===== src/rtl/bcd_to_binary.sv =====
// Purpose: sequential packed-BCD to unsigned-binary converter (reverse double-dabble).
// Latency: BIN_W cycles from accepting edge to done for valid input, 1 cycle for a bad digit.
// Backpressure: none queued; start is only honoured in IDLE and dropped while busy.
module bcd_to_binary #(
  parameter int DIGITS = 9,
  parameter int BIN_W  = 30
) (
  input  logic                Clk,
  input  logic                rst,
  input  logic                start,
  input  logic [4*DIGITS-1:0] bcd_in,
  output logic                busy,
  output logic                done,
  output logic                err,
  output logic [BIN_W-1:0]    bin_out
);

  localparam int BCD_W  = 4 * DIGITS;
  localparam int ITER_W = $clog2(BIN_W + 1);
  localparam logic [ITER_W-1:0] LAST_ITER = ITER_W'(BIN_W - 1);

  typedef enum logic {
    IDLE  = 1'b0,
    SHIFT = 1'b1
  } state_t;

  state_t              state;
  state_t              state_nxt;
  logic [BCD_W-1:0]    bcd_reg;
  logic [BCD_W-1:0]    bcd_nxt;
  logic [BCD_W-1:0]    bcd_sh;
  logic [BCD_W-1:0]    bcd_fix;
  logic [BIN_W-1:0]    bin_reg;
  logic [BIN_W-1:0]    bin_nxt;
  logic [BIN_W-1:0]    bin_sh;
  logic [BIN_W-1:0]    bin_out_nxt;
  logic [ITER_W-1:0]   iter;
  logic [ITER_W-1:0]   iter_nxt;
  logic                busy_nxt;
  logic                done_nxt;
  logic                err_nxt;
  logic                in_bad;
  logic                last_iter;

  // Flag a request carrying any digit outside 0..9.
  always_comb begin
    in_bad = 1'b0;
    for (int d = 0; d < DIGITS; d++) begin
      if (bcd_in[4*d +: 4] > 4'd9) in_bad = 1'b1;
    end
  end

  // One reverse double-dabble step: shift the pair right, then fix each digit independently.
  always_comb begin
    {bcd_sh, bin_sh} = {bcd_reg, bin_reg} >> 1;
    bcd_fix = bcd_sh;
    for (int d = 0; d < DIGITS; d++) begin
      // A digit that received the shifted-in MSB carries a half-ten (8 instead of 5); take 3 off.
      if (bcd_sh[4*d +: 4] >= 4'd8) bcd_fix[4*d +: 4] = bcd_sh[4*d +: 4] - 4'd3;
    end
  end

  assign last_iter = (iter == LAST_ITER);

  // State, datapath and registered outputs; reset overrides everything including start.
  always_ff @(posedge Clk) begin
    if (rst) begin
      state   <= IDLE;
      bcd_reg <= '0;
      bin_reg <= '0;
      iter    <= '0;
      busy    <= 1'b0;
      done    <= 1'b0;
      err     <= 1'b0;
      bin_out <= '0;
    end else begin
      state   <= state_nxt;
      bcd_reg <= bcd_nxt;
      bin_reg <= bin_nxt;
      iter    <= iter_nxt;
      busy    <= busy_nxt;
      done    <= done_nxt;
      err     <= err_nxt;
      bin_out <= bin_out_nxt;
    end
  end

  // Next-state selection: only a clean request leaves IDLE; the last iteration returns.
  always_comb begin
    state_nxt = state;
    case (state)
      IDLE:  if (start && !in_bad) state_nxt = SHIFT;
      SHIFT: if (last_iter)        state_nxt = IDLE;
    endcase
  end

  // Next values of datapath and outputs; done defaults low so it is a single-cycle pulse.
  always_comb begin
    bcd_nxt     = bcd_reg;
    bin_nxt     = bin_reg;
    iter_nxt    = iter;
    busy_nxt    = busy;
    done_nxt    = 1'b0;
    err_nxt     = err;
    bin_out_nxt = bin_out;
    case (state)
      IDLE: begin
        if (start) begin
          if (in_bad) begin
            // Bad digit completes immediately with a zero result and no SHIFT phase.
            bin_out_nxt = '0;
            err_nxt     = 1'b1;
            done_nxt    = 1'b1;
          end else begin
            bcd_nxt  = bcd_in;
            bin_nxt  = '0;
            iter_nxt = '0;
            busy_nxt = 1'b1;
            err_nxt  = 1'b0;
          end
        end
      end
      SHIFT: begin
        bcd_nxt  = bcd_fix;
        bin_nxt  = bin_sh;
        iter_nxt = iter + 1'b1;
        if (last_iter) begin
          bin_out_nxt = bin_sh;
          done_nxt    = 1'b1;
          busy_nxt    = 1'b0;
          err_nxt     = 1'b0;
        end
      end
    endcase
  end

endmodule


===== config.mk =====
export PLATFORM = sky130hd
export DESIGN_NAME = bcd_to_binary
export DESIGN_NICKNAME = d
export VERILOG_FILES = /design/src/rtl/bcd_to_binary.sv
export SDC_FILE = /design/constraint.sdc
export NUM_CORES = 1
export LEC_CHECK = 0
export BUFFER_PORTS_ARGS = -buffer_cell sky130_fd_sc_hd__buf_4
export CELL_PAD_IN_SITES_DETAIL_PLACEMENT = 0
export CELL_PAD_IN_SITES_GLOBAL_PLACEMENT = 1
export CORE_ASPECT_RATIO = 0.75
export CORE_MARGIN = 2
export CORE_UTILIZATION = 46
export DETAILED_ROUTE_END_ITERATION = 6
export GPL_TIMING_DRIVEN = 0
export PLACE_DENSITY_LB_ADDON = 0.1
export SLEW_MARGIN = 20
export SYNTH_ARGS = -nofsm -noshare
export SYNTH_HDL_FRONTEND = slang
export SYNTH_SLANG_ARGS = --single-unit
export TNS_END_PERCENT = 50

===== constraint.sdc =====
create_clock -name Clk -period 4.3 [get_ports Clk]
set_clock_uncertainty 0.2 [all_clocks]
set_input_delay 0.645 -clock Clk [delete_from_list [all_inputs] [get_ports Clk]]
set_output_delay 0.645 -clock Clk [all_outputs]
set_load 0.03 [all_outputs]

==> results <==
- The flow ran to the end, and the final reports show no timing, DRC or antenna violations.
- In this run, synthesis produced a sequential element count of 104.
- The cell area that synthesis handed to floorplanning was 0.00446 sq mm.
- In this run the static leakage power is 2.04 nW.
- The tree built by TritonCTS fans out to 104 sinks.
- The worst reg-to-reg setup slack is 2.10 ns.
- The worst hold path passes through 2 cells.
- The fraction of the cycle the final worst path needs is 55.3%.
- Setup repair after global routing left no endpoint under its margin.
- The top achievable clock speed is 420 MHz.
- The maximum number of pins on one net before global-route repair is 17.
- For the worst setup path, the data required time is 4.38 ns.
- Dividing total power by cell area gives a power density of 348 mW/mm^2.
- For this run the aggregate overflow at the end of global routing stands at 0.
- Setup violations remaining at the end of the flow were counted as 0.
- For this design the top-level I/O count stands at 72.
- The global-route wire length before repair is 17.0 mm.
- The layout cell share with drive strength beyond 1 is 20.1%.
- The tree is rooted in a sky130_fd_sc_hd__clkbuf_16.
- The net switching share of the total power is 21.8%.
- The number of endpoints with negative hold slack in the final report was 0.
- Dividing the detail-routed wire length by the instance count gives 15.3 um.
- The floorplan step defined a die boundary enclosing 0.0105 sq mm.
- After Yosys synthesis, full adders, half adders and majority gates account for 5.05% of the synthesized area.
- The instance count of the mapped netlist is 470.
- The post-synthesis share of cell area spent on xor and xnor gates is 3.34%.
- The area added between synthesis and finish is 22.2%.
- The kind of critical path is input pin to register.
- The detail route stage leaves a number of antenna-violating nets equal to 0.
- The H-tree was split into 3 levels.
- For the worst setup path, the data arrival time is 2.46 ns.
- After detailed routing, the met3 layer carries 357 um of wire.
- The number of nets handed over by synthesis was 527.
- During synthesis, Yosys emitted a total of 0 warnings.
- After detailed routing, the number of remaining DRC violations is 0.
- In this run, the number of DRC markers left after iteration 0 of detailed routing was 181.
- The maximum vdd drop is 0.240 mV.
- The utilization after layout is 57.1%.
- The repair_antennas step left the layout with diodes totalling 0.
- The portion of total power attributed to combinational logic is 5.2%.
- The final layout contains routed wiring with a total length of 10.5 mm.
- Hold repair after CTS inserted 0 buffers.
- The floorplan step set the die height to 89.3 um.
- The endpoint of the worst hold-timing path is bin_out[24].
- The cell area after placement is 0.00515 sq mm.
- Leaving out fill and tap cells, the most frequent cells in the layout are sky130_fd_sc_hd__dfxtp_1 (104), sky130_fd_sc_hd__nand2_1 (73), sky130_fd_sc_hd__buf_4 (71), sky130_fd_sc_hd__a21oi_1 (52), sky130_fd_sc_hd__a22o_1 (29).
- The via count of the first global-routing pass is 3280.
- The clock network is responsible for 43.5% of the overall power.
- The dominant combinational cell family by area after synthesis is compound AO/OA/AOI/OAI gates.
- The post-route minimum period is 2.38 ns.
- The type of origin of the critical path is an input pin.
- The most common cell after layout, fill and taps aside is sky130_fd_sc_hd__dfxtp_1.
- The CTS tree is built.
- The number of antenna violations at the first check in global routing came to 0.
- The total routed wire length on the met1 layer is 5.61 mm.
- The endpoint identified for the worst register-to-register timing path is bcd_reg[31].
- The flip-flop count of the largest register, all copies and words added is 36.
- The count of cells resized by post-cts repair is 0.
- Of the total synthesized cell area, the portion taken by AND, OR, NAND and NOR gates is 12.5%.
- The net switching power figure is 0.414 mW.
- Measured against its own limit, the worst slew margin works out to 57.6%.
- The core region is 0.00954 sq mm.
- The number of buffers added for setup after CTS is 0.
- Ranked by total cell area, the synthesized netlist is headed by sky130_fd_sc_hd__dfxtp_1 (47%), sky130_fd_sc_hd__nand2_1 (6.1%), sky130_fd_sc_hd__a21oi_1 (5.8%).
- The final weighted congestion of routability-driven global placement is 0.790.
- The startpoint of the tightest hold check path is bin_out[24].
- After clock tree synthesis, the clock-pin slew on the worst setup and hold paths is 0.07 ns.
- For this configuration, the core starts out at a cell density of 46.7%.
- The source-to-sink clock delay at the later pin of the worst-skew pair is 0.34 ns.
- The cell type with the highest aggregate area in the netlist is sky130_fd_sc_hd__dfxtp_1.
- The number of placement rows is 31.
- The total CTS buffers is 9.
- In this run, distinct cell masters in the synthesized netlist total 43.
- Detailed placement finished with a half-perimeter wire length of 7.43 mm.
- The number of buffer cells added on primary ports is 70.
- The compound-cell area share of the yosys netlist is 21.6%.
- In the synthesized netlist, mux cells make up 5.39% of the area.
- The deepest clock path buffer count is 2.
- The largest fanout on the critical path is 10.
- The worst min-delay path category is register to register.
- The final route contains 3555 vias.
- The number of vias per cell is 5.17.
- The final-layout fill cell count is 898.
- With fillers left out, the area of the finished cells amounts to 0.00545 sq mm.
- Internal power comes to 1.48 mW.
- The number of max-slew violations in the final report came to 0.
- The slew at the pin closest to its max-slew limit is 0.636 ns.
- STA classifies the critical path endpoint as a register.
- The post-route setup TNS is 0 ns.
- The part of the Yosys area used for sequential elements is 46.7%.
- The horizontal extent of the die is 118 um.
- Across the run, the number of max-cap violations was 0.
- The first TritonRoute pass finished after 4 iterations.
- The number of nets in the final layout is 608.
- Measured in cells, the most critical reg-to-reg path has a length of 6.
- Detailed routing placed a total of 4.50 mm of wire on met2.
- The worst reg2reg path startpoint is state.
- The detailed router used layers up to and including met4.
- In this run the biggest area consumer among cell types represents 46.7% of the synthesized area.
- The total routing usage reported by global routing is 20.5%.
- After synthesis, the mean cell area works out to 9.49 sq um.
- The relative contribution of sequential cells to total power is 51.3%.
[synth_stat cells]
master,instances
sky130_fd_sc_hd__dfxtp_1,104
sky130_fd_sc_hd__nand2_1,73
sky130_fd_sc_hd__a21oi_1,52
sky130_fd_sc_hd__a22o_1,29
sky130_fd_sc_hd__mux2i_1,24
sky130_fd_sc_hd__inv_1,22
sky130_fd_sc_hd__ha_1,18
sky130_fd_sc_hd__nor2_1,18
sky130_fd_sc_hd__xnor2_1,16
sky130_fd_sc_hd__a221o_1,15
sky130_fd_sc_hd__clkbuf_1,15
sky130_fd_sc_hd__buf_2,10
sky130_fd_sc_hd__o21ai_1,10
sky130_fd_sc_hd__a21o_1,9
sky130_fd_sc_hd__nor2b_1,8
sky130_fd_sc_hd__o22ai_1,8
sky130_fd_sc_hd__o221a_2,4
sky130_fd_sc_hd__nand3_1,3
sky130_fd_sc_hd__a311oi_1,2
sky130_fd_sc_hd__a41oi_1,2
sky130_fd_sc_hd__and3_1,2
sky130_fd_sc_hd__and4_4,2
sky130_fd_sc_hd__buf_12,2
sky130_fd_sc_hd__nand2b_1,2
sky130_fd_sc_hd__nor2_2,2
sky130_fd_sc_hd__a2111oi_0,1
sky130_fd_sc_hd__a31oi_4,1
sky130_fd_sc_hd__and2_1,1
sky130_fd_sc_hd__and2_2,1
sky130_fd_sc_hd__and3_4,1
sky130_fd_sc_hd__and4_1,1
sky130_fd_sc_hd__buf_4,1
sky130_fd_sc_hd__inv_2,1
sky130_fd_sc_hd__nand3_2,1
sky130_fd_sc_hd__nand3b_1,1
sky130_fd_sc_hd__nand4_4,1
sky130_fd_sc_hd__nor3_1,1
sky130_fd_sc_hd__nor3b_1,1
sky130_fd_sc_hd__o21ai_0,1
sky130_fd_sc_hd__o21ai_2,1
sky130_fd_sc_hd__o32ai_1,1
sky130_fd_sc_hd__or2_0,1
sky130_fd_sc_hd__xor2_1,1
[final cells by class]
cell class	instances	area [sq um]	share of cell area (%)
multi-input cells	315	2140	39.2
flip-flops and latches	104	2080	38.2
repair buffers	70	526	9.65
clock buffers	12	246	4.52
well taps	132	165	3.03
plain buffers	28	154	2.82
inverters	23	86.3	1.58
clock inverters	4	51.3	0.942
[power by group through the flow]
stage | logic, mW | clock network [mW] | registers, mW
after floorplan | 0.0472 | 0 | 0.996
after global placement | 0.0980 | 0 | 0.994
after detailed placement | 0.0990 | 0 | 0.994
after CTS | 0.0995 | 0.843 | 0.972
after global routing | 0.109 | 0.878 | 0.972
final | 0.0992 | 0.824 | 0.972
[per-layer routing]
layer	vias to the layer above	GRT usage [%]
met3	2	5.10
met5	-	0
met4	0	5.70
met1	1690	29.4
met2	55	31.0
li1	1808	-
[kinds of logic after synthesis]
logic type,Yosys count
compound gates,136
fa+ha+maj,18
mux,24
simple gates,120
xor+xnor,17
flops,104
buf+inv,51
[stage by stage]
step,total power [mW],worst slack [ns],instances,hold WS [ns]
6_report,1.90,1.92,688,0.254
5_1_grt,1.96,1.82,688,0.268
4_1_cts,1.91,1.94,688,0.258
3_5_place_dp,1.09,1.60,672,0.248
3_3_place_gp,1.09,1.58,672,0.244
2_1_floorplan,1.04,2.21,470,0.242
[critical path: stages]
cell	delay, ns
sky130_fd_sc_hd__buf_4	0.11
sky130_fd_sc_hd__o21ai_0	0.39
sky130_fd_sc_hd__and2_2	0.30
sky130_fd_sc_hd__nand4_4	0.16
sky130_fd_sc_hd__nor2_2	0.34
sky130_fd_sc_hd__buf_2	0.33
sky130_fd_sc_hd__a221o_1	0.18
[worst max path at each step]
stage | startpoint | to | slack (ns) | cells after the start
6_report | bcd_in[10] | bcd_reg[26] | 1.92 | 7
5_1_grt | bcd_in[10] | bcd_reg[20] | 1.82 | 7
4_1_cts | bcd_in[10] | bcd_reg[26] | 1.94 | 7
3_5_place_dp | bcd_in[10] | bcd_reg[10] | 1.60 | 7
3_3_place_gp | bcd_in[10] | bcd_reg[24] | 1.58 | 7
2_1_floorplan | bcd_in[21] | bcd_reg[11] | 2.21 | 7
No activity file was read; power rests on OpenSTA's default activity.
